**config.mk**
```make
export PLATFORM = sky130hd
export DESIGN_NAME = argmax_classifier_flat
export DESIGN_NICKNAME = d
export VERILOG_FILES = /design/src/rtl/argmax_classifier_if.sv /design/src/rtl/argmax_classifier.sv /design/src/flat_wrapper.sv
export SDC_FILE = /design/constraint.sdc
export NUM_CORES = 2
export LEC_CHECK = 0
export ABC_AREA = 1
export BUFFER_PORTS_ARGS = -buffer_cell sky130_fd_sc_hd__buf_2
export CAP_MARGIN = 20
export CORE_AREA = 2 2 408 410
export CTS_CLUSTER_SIZE = 16
export DETAILED_ROUTE_END_ITERATION = 8
export DIE_AREA = 0 0 410 412
export PLACE_DENSITY_LB_ADDON = 0.1
export SYNTH_ARGS = -nofsm -noshare
export SYNTH_HDL_FRONTEND = slang
export SYNTH_SLANG_ARGS = --single-unit
```
**constraint.sdc**
```tcl
create_clock -name clk -period 34.5 [get_ports clk]
set_clock_uncertainty 0.1 [all_clocks]
set_input_delay 6.9 -clock clk [delete_from_list [all_inputs] [get_ports clk]]
set_output_delay 6.9 -clock clk [all_outputs]
set_load 0.02 [all_outputs]
```
**src/rtl/argmax_classifier_if.sv**
```systemverilog
// Bundles the probability-vector input and the classification result
// of the argmax stage. The upstream/control side uses the master modport and
// the classifier uses the slave modport.
interface argmax_classifier_if #(
  parameter int NUM_CLASSES = 128,
  parameter int ACTIV_BITS  = 8,
  parameter int IDX_BITS    = $clog2(NUM_CLASSES)
);
  logic [NUM_CLASSES*ACTIV_BITS-1:0] data_in;
  logic                              data_valid;
  logic                              busy;
  logic [IDX_BITS-1:0]               class_idx;
  logic [ACTIV_BITS-1:0]             class_score;
  logic                              class_confident;
  logic                              result_valid;
  logic                              drop_err;

  modport master (
    output data_in, data_valid,
    input  busy, class_idx, class_score, class_confident, result_valid, drop_err
  );

  modport slave (
    input  data_in, data_valid,
    output busy, class_idx, class_score, class_confident, result_valid, drop_err
  );
endinterface

```
**src/rtl/argmax_classifier.sv**
```systemverilog
// Serial argmax over a packed probability vector.
// The vector is captured once and then scanned one element per cycle.
// A one-cycle result pulse carries the winning index, its score and a
// confidence flag.
//
//   state | meaning
//   IDLE  | waiting for a vector; the only state in which one is accepted
//   SCAN  | comparing element[cnt] against the running max
//   DONE  | result_valid cycle; incoming vectors are dropped
module argmax_classifier #(
  parameter int                    NUM_CLASSES    = 128,
  parameter int                    ACTIV_BITS     = 8,
  parameter logic [ACTIV_BITS-1:0] CONF_THRESHOLD = 8'd128,
  parameter int                    IDX_BITS       = $clog2(NUM_CLASSES)
) (
  input logic                clk,
  input logic                rst,
  argmax_classifier_if.slave bus
);

  typedef enum logic [1:0] {IDLE, SCAN, DONE} state_t;

  state_t                r_state;
  state_t                w_state_nxt;
  logic                  w_busy;
  logic                  w_result_valid;
  logic                  w_capture;

  logic [ACTIV_BITS-1:0] r_vec [NUM_CLASSES];
  logic [ACTIV_BITS-1:0] r_max;
  logic [IDX_BITS-1:0]   r_idx;
  logic [IDX_BITS-1:0]   r_cnt;
  logic [IDX_BITS-1:0]   r_class_idx;
  logic [ACTIV_BITS-1:0] r_class_score;
  logic                  r_class_confident;
  logic                  r_drop_err;

  logic [ACTIV_BITS-1:0] w_elem;
  logic                  w_greater;
  logic [ACTIV_BITS-1:0] w_new_max;
  logic [IDX_BITS-1:0]   w_new_idx;
  logic                  w_last;

  // Strict greater-than keeps the lower index on ties.
  assign w_elem    = r_vec[r_cnt];
  assign w_greater = (w_elem > r_max);
  assign w_new_max = w_greater ? w_elem : r_max;
  assign w_new_idx = w_greater ? r_cnt : r_idx;
  assign w_last    = (r_cnt == IDX_BITS'(NUM_CLASSES - 1));

  // State register.
  always_ff @(posedge clk) begin
    if (rst) r_state <= IDLE;
    else     r_state <= w_state_nxt;
  end

  // Next-state and status decode.
  always_comb begin
    w_state_nxt    = r_state;
    w_busy         = 1'b0;
    w_result_valid = 1'b0;
    w_capture      = 1'b0;
    case (r_state)
      IDLE: begin
        if (bus.data_valid) begin
          w_capture   = 1'b1;
          w_state_nxt = SCAN;
        end
      end
      SCAN: begin
        w_busy = 1'b1;
        if (w_last) w_state_nxt = DONE;
      end
      DONE: begin
        w_busy         = 1'b1;
        w_result_valid = 1'b1;
        w_state_nxt    = IDLE;
      end
      default: w_state_nxt = IDLE;
    endcase
  end

  // Capture the vector, track the running max and publish the final result.
  always_ff @(posedge clk) begin
    if (rst) begin
      for (int k = 0; k < NUM_CLASSES; k++) r_vec[k] <= '0;
      r_max             <= '0;
      r_idx             <= '0;
      r_cnt             <= '0;
      r_class_idx       <= '0;
      r_class_score     <= '0;
      r_class_confident <= 1'b0;
    end else if (w_capture) begin
      for (int k = 0; k < NUM_CLASSES; k++) begin
        r_vec[k] <= bus.data_in[k*ACTIV_BITS +: ACTIV_BITS];
      end
      r_max <= bus.data_in[ACTIV_BITS-1:0];
      r_idx <= '0;
      r_cnt <= IDX_BITS'(1);
    end else if (r_state == SCAN) begin
      r_max <= w_new_max;
      r_idx <= w_new_idx;
      if (w_last) begin
        r_class_idx       <= w_new_idx;
        r_class_score     <= w_new_max;
        r_class_confident <= (w_new_max >= CONF_THRESHOLD);
      end else begin
        r_cnt <= r_cnt + IDX_BITS'(1);
      end
    end
  end

  // Sticky flag for vectors offered while a scan is in flight.
  always_ff @(posedge clk) begin
    if (rst)                          r_drop_err <= 1'b0;
    else if (bus.data_valid && w_busy) r_drop_err <= 1'b1;
  end

  assign bus.busy            = w_busy;
  assign bus.result_valid    = w_result_valid;
  assign bus.class_idx       = r_class_idx;
  assign bus.class_score     = r_class_score;
  assign bus.class_confident = r_class_confident;
  assign bus.drop_err        = r_drop_err;

endmodule

```
**src/flat_wrapper.sv**
```systemverilog
// flat-port wrapper written by rule: the top's interface ports become plain ports
module argmax_classifier_flat 
#(
  parameter int                    NUM_CLASSES    = 128,
  parameter int                    ACTIV_BITS     = 8,
  parameter logic [ACTIV_BITS-1:0] CONF_THRESHOLD = 8'd128,
  parameter int                    IDX_BITS       = $clog2(NUM_CLASSES)
)
  (clk, rst, bus_data_in, bus_data_valid, bus_busy, bus_class_idx, bus_class_score, bus_class_confident, bus_result_valid, bus_drop_err);
  argmax_classifier_if #(.NUM_CLASSES(NUM_CLASSES), .ACTIV_BITS(ACTIV_BITS), .IDX_BITS(IDX_BITS)) bus_i ();
  input logic clk;
  input logic rst;
  input wire logic [$bits(bus_i.data_in)-1:0] bus_data_in;
  input wire logic [$bits(bus_i.data_valid)-1:0] bus_data_valid;
  output wire logic [$bits(bus_i.busy)-1:0] bus_busy;
  output wire logic [$bits(bus_i.class_idx)-1:0] bus_class_idx;
  output wire logic [$bits(bus_i.class_score)-1:0] bus_class_score;
  output wire logic [$bits(bus_i.class_confident)-1:0] bus_class_confident;
  output wire logic [$bits(bus_i.result_valid)-1:0] bus_result_valid;
  output wire logic [$bits(bus_i.drop_err)-1:0] bus_drop_err;
  assign bus_i.data_in = bus_data_in;
  assign bus_i.data_valid = bus_data_valid;
  assign bus_busy = bus_i.busy;
  assign bus_class_idx = bus_i.class_idx;
  assign bus_class_score = bus_i.class_score;
  assign bus_class_confident = bus_i.class_confident;
  assign bus_result_valid = bus_i.result_valid;
  assign bus_drop_err = bus_i.drop_err;
  argmax_classifier #(.NUM_CLASSES(NUM_CLASSES), .ACTIV_BITS(ACTIV_BITS), .CONF_THRESHOLD(CONF_THRESHOLD), .IDX_BITS(IDX_BITS)) u_core (.clk(clk), .rst(rst), .bus(bus_i));
endmodule
```
== Word-level counts from Yosys, hierarchy flattened ==
Memories as Yosys holds them, arrays and structs flattened.
Cells that the tools add are included.

* Flip-flop bits (word level): 41
* RAM bits: 1024
* Input bits: 1027
* Output and inout port bits: 19
* Logic and storage cells: 305
* Memories kept: 1

{| class="wikitable"
|+ Memory list
! name !! words !! width !! rd ports !! clocked after memory_dff !! wr ports !! line !! RTL
|-
| u_core.r_vec || 128 || 8 || 1 || 0 || 128 || argmax_classifier.sv:29 || <nowiki>logic [ACTIV_BITS-1:0] r_vec [NUM_CLASSES];</nowiki>
|}

* Add/subtract/negate cells: 1
* $lt $le $gt $ge: 2
* Equal/unequal tests: 6
* Muxes and demuxes: 147
* Bitwise gates (word level): 130
* Reductions and logical operators: 9

{| class="wikitable"
|+ Operators by type and width
! cell !! count
|-
| $mux W8 || 131
|-
| $or A1 B1 Y1 || 128
|-
| $mux W1 || 12
|-
| $ge A8 B8 Y1 const B || 1
|-
| $gt A8 B8 Y1 || 1
|-
| $add A7 B1 Y7 const B || 1
|-
| $eq A7 B7 Y1 const B || 1
|-
| $mux W7 || 1
|-
| $reduce_and A2 Y1 || 3
|-
| $mux W2 || 2
|-
| $ne A2 B1 Y1 const B || 2
|-
| $pmux W2 S2 || 1
|-
| $reduce_or A2 Y1 || 2
|-
| $reduce_and A3 Y1 || 1
|-
| $eq A2 B1 Y1 const B || 1
|-
| $eq A2 B2 Y1 const B || 1
|-
| $logic_not A2 Y1 || 1
|-
| $ne A2 B2 Y1 const B || 1
|-
| $not A1 Y1 || 2
|-
| $reduce_bool A2 Y1 || 1
|-
| $logic_and A1 B1 Y1 || 1
|}

== Depth between registers and ports, before layout ==
* Depth after elaboration: 6
* Depth in mapped cells: 29

== Worst setup path after synthesis ==
No wires, ideal clock.

* Path type: input to register
* From: input port bus_data_valid
* To: memory u_core.r_vec[0][0], enable pin
* Arrival: 18.318 ns
* Slack: 15.168 ns
* Stages on the path: 5
* Path buffers: 1
* Path through: nand2_1 inv_1 clkbuf_1 nor2_1 inv_2

{| class="wikitable"
|+ RTL lines
! item !! line !! RTL
|-
| from (decl) || flat_wrapper.sv:14 || <nowiki>input wire logic [$bits(bus_i.data_valid)-1:0] bus_data_valid;</nowiki>
|-
| to (decl) || argmax_classifier.sv:29 ||
|}

==> metrics.yaml <==
yosysTopAreaCell: "edfxtp_1"
crit_top_cell: "buf_4"
ys_seq_area_share_pct: 59.7
nFillCells: 17300
num_vias: 43300
r2r-end: "u_core.r_vec[23][6]$_SDFFCE_PN0P_"
area_delta_synth_final_pct: 20.6
relSlewSlack_pct: 27.0
grt_max_degree: 181
std_cell_rows: 149
p_total_mw: 4.56
routed_wl_um: 210000
globalplace.congestion: 0.837
drt-pass1-iter-count: 5
hold_viol_final: 0
yosys-top-cells-area: "edfxtp_1, nor2_1, inv_1, nand2_1, nand3_1"
ir_drop_v: 0.0000520
min_from: "u_core.bus.drop_err$_SDFFE_PP0P_"
async_flop_share_pct: 0
die_y_um: 412
status: "finished, final reports clean"
start_kind: "primary input"
crit_path_end_kind: "flop"
die_area_mm2: 0.169
ctsHoldBuffers: 0
hold_path.class: "flop to flop"
cp.arrival_ps: 13990
portBuffers: 1045
fin_crit_ps: 13700
fin_crit_sh_pct: 39.7
initialDrtViolationCount: 3337
track_usage_pct: 24.3
slew_violations: 0
postLayoutCoreUtil_pct: 38.8
cp-startpoint: "rst"
drive_gt1_share_pct: 17.4
whs_endpoint: "u_core.bus.drop_err$_SDFFE_PP0P_"
synth_cell_types: 27
power_density_mw_per_mm2: 71.5
setup_tns_ps: 0
synthFlopType: "edfxtp_1"
crit_slowest_cell: "buf_4"
ys.warnings.count: 0
grt_first_pass_wirelength_um: 295000
yosys-top-cells-count: "nor2_1, inv_1, nand2_1"
finalInstanceArea_mm2: 0.0638
max_freq_mhz: 73.0
route.detailed.drc: 0
viasPerCell: 4.56
setup_violations: 0
cp_max_fo: 109
cp_slowest_stage_delay_ps: 940
cts_root_buf: "clkbuf_16"
synthCells: 6317
final_antenna_net_count: 0
cts_tree: "built"
critPathKind: "primary input to flop"
maxCapViolCount: 0
cts_buffers: 130
r2r_start: "u_core.r_state[1]$_SDFFE_PP0P_"
layout.cells.non_filler: 9503
placed_area_mm2: 0.0597
avgSynthCellArea_um2: 8.37
syn-num-nets: 7358
p_leak_nw: 32.0
htree_levels: 4
initial_core_util_pct: 32.2
clk_latency_ps: 780
place_inst: 9262
netlist.area_leader.share_pct: 58.2
post_cts_buffers: 0
coreArea_mm2: 0.164
worst_slew_pin_slew_ps: 1090
hpwl_um: 148000
antenna_found_initial: 17
synth_seq_cells: 1065
clock-sinks: 1065
layout_setup_ws_ps: 20800
path_cells: "buf_8 -> nor2_1 -> inv_8 -> buf_4 -> buf_4 -> buf_4 -> buf_4 -> buf_4 -> buf_4"
clk_pin_slew_ps: 60
rsz0062_at_grt: "no"
grt_pass1_vias: 42700
cts_buffer_depth: 3
place_ws_ps: 19840
critPathRequiredTime_ps: 34790
reg2reg_slack_ps: 26600
synth_area_mm2: 0.0529
synth_most_common_cell: "nor2_1"
nets: 8246
holdWs_ps: 371
wire_per_inst_um: 22.1
overflow: 0
reg2reg_depth: 12
io_pins: 1046
min_path_cells: 2
cts-resized-gates: 0
synth_edf_count: 1024
die_w_um: 410
-- routing by layer --
metal | global-route usage, % | share of wire (%) | vias up
met5 | 0 | 0.010 | -
met4 | 8.02 | 3.4 | 4
met3 | 3.72 | 5.0 | 242
met2 | 41.9 | 49 | 1229
met1 | 31.2 | 42 | 20900
li1 | - | - | 21000
-- cells by family after synthesis --
family	Yosys count	synth area share, %
compound gates	347	3.45
flops	1065	59.7
simple gates	3101	23.1
buf+inv	1790	13.4
fa+ha+maj	14	0.331
-- state kept, by name, indices dropped and copies added, names as in the netlist --
signal	flops
u_core.bus.class_confident	1
u_core.r_max	8
u_core.bus.class_idx	7
u_core.bus.drop_err	1
u_core.r_idx	7
u_core.bus.class_score	8
u_core.r_cnt	7
u_core.r_vec	1024
u_core.r_state	2
-- worst max-delay path by stage --
stage                     cells after the start  slack [ps]                                  to
after detailed placement                      9       19840   u_core.r_vec[34][1]$_SDFFCE_PN0P_
after global routing                          9       20240  u_core.r_vec[103][4]$_SDFFCE_PP0P_
after CTS                                     9       20690   u_core.r_vec[34][1]$_SDFFCE_PN0P_
after floorplan                               5       15170    u_core.r_vec[0][0]$_SDFFCE_PN0P_
final                                         9       20800   u_core.r_vec[23][6]$_SDFFCE_PN0P_
after global placement                        9       19910   u_core.r_vec[17][0]$_SDFFCE_PN0P_
-- where the power goes --
| group | switching [mW] | internal (mW) |
|---|---|---|
| sequential | 0.0865 | 1.77 |
| clock | 0.566 | 0.761 |
| combinational | 1.01 | 0.367 |
| total | 1.66 | 2.89 |
-- critical path, delay by kind of cell --
kind                   cells  cell delay, ps
buffers and inverters      8            6410
and+or+nand+nor            1             310
-- placed cells by master, fill, tap and decap left out, types with 2 or more instances in the layout --
cell type / count
clkbuf_16: 137
dfxtp_4: 3
bufinv_16: 4
ha_1: 14
nand2_1: 1154
clkinv_1: 31
buf_12: 7
nor2_1: 1504
buf_4: 40
o211ai_1: 33
inv_4: 2
inv_8: 2
and3_1: 4
buf_2: 1044
edfxtp_1: 1024
clkbuf_8: 2
o21ai_1: 38
diode_2: 10
inv_16: 3
a21oi_1: 66
clkbuf_1: 37
clkinv_8: 4
nand3_1: 431
clkinv_2: 14
inv_6: 2
nand4_1: 3
dfxtp_1: 37
o21ai_0: 209
inv_1: 1445
-- area by class of cell --
cell class	instances	area (um2)	share of cell area [%]
antenna	10	25.0	0.0392
clock buffer	176	3590	5.64
clock inverter	55	424	0.665
inverter	1454	5500	8.62
multi-input combinational	3462	14200	22.3
sequential	1065	31600	49.5
tap	2189	2740	4.30
timing repair buffer	1092	5680	8.91
No activity file was read; power rests on OpenSTA's default activity.
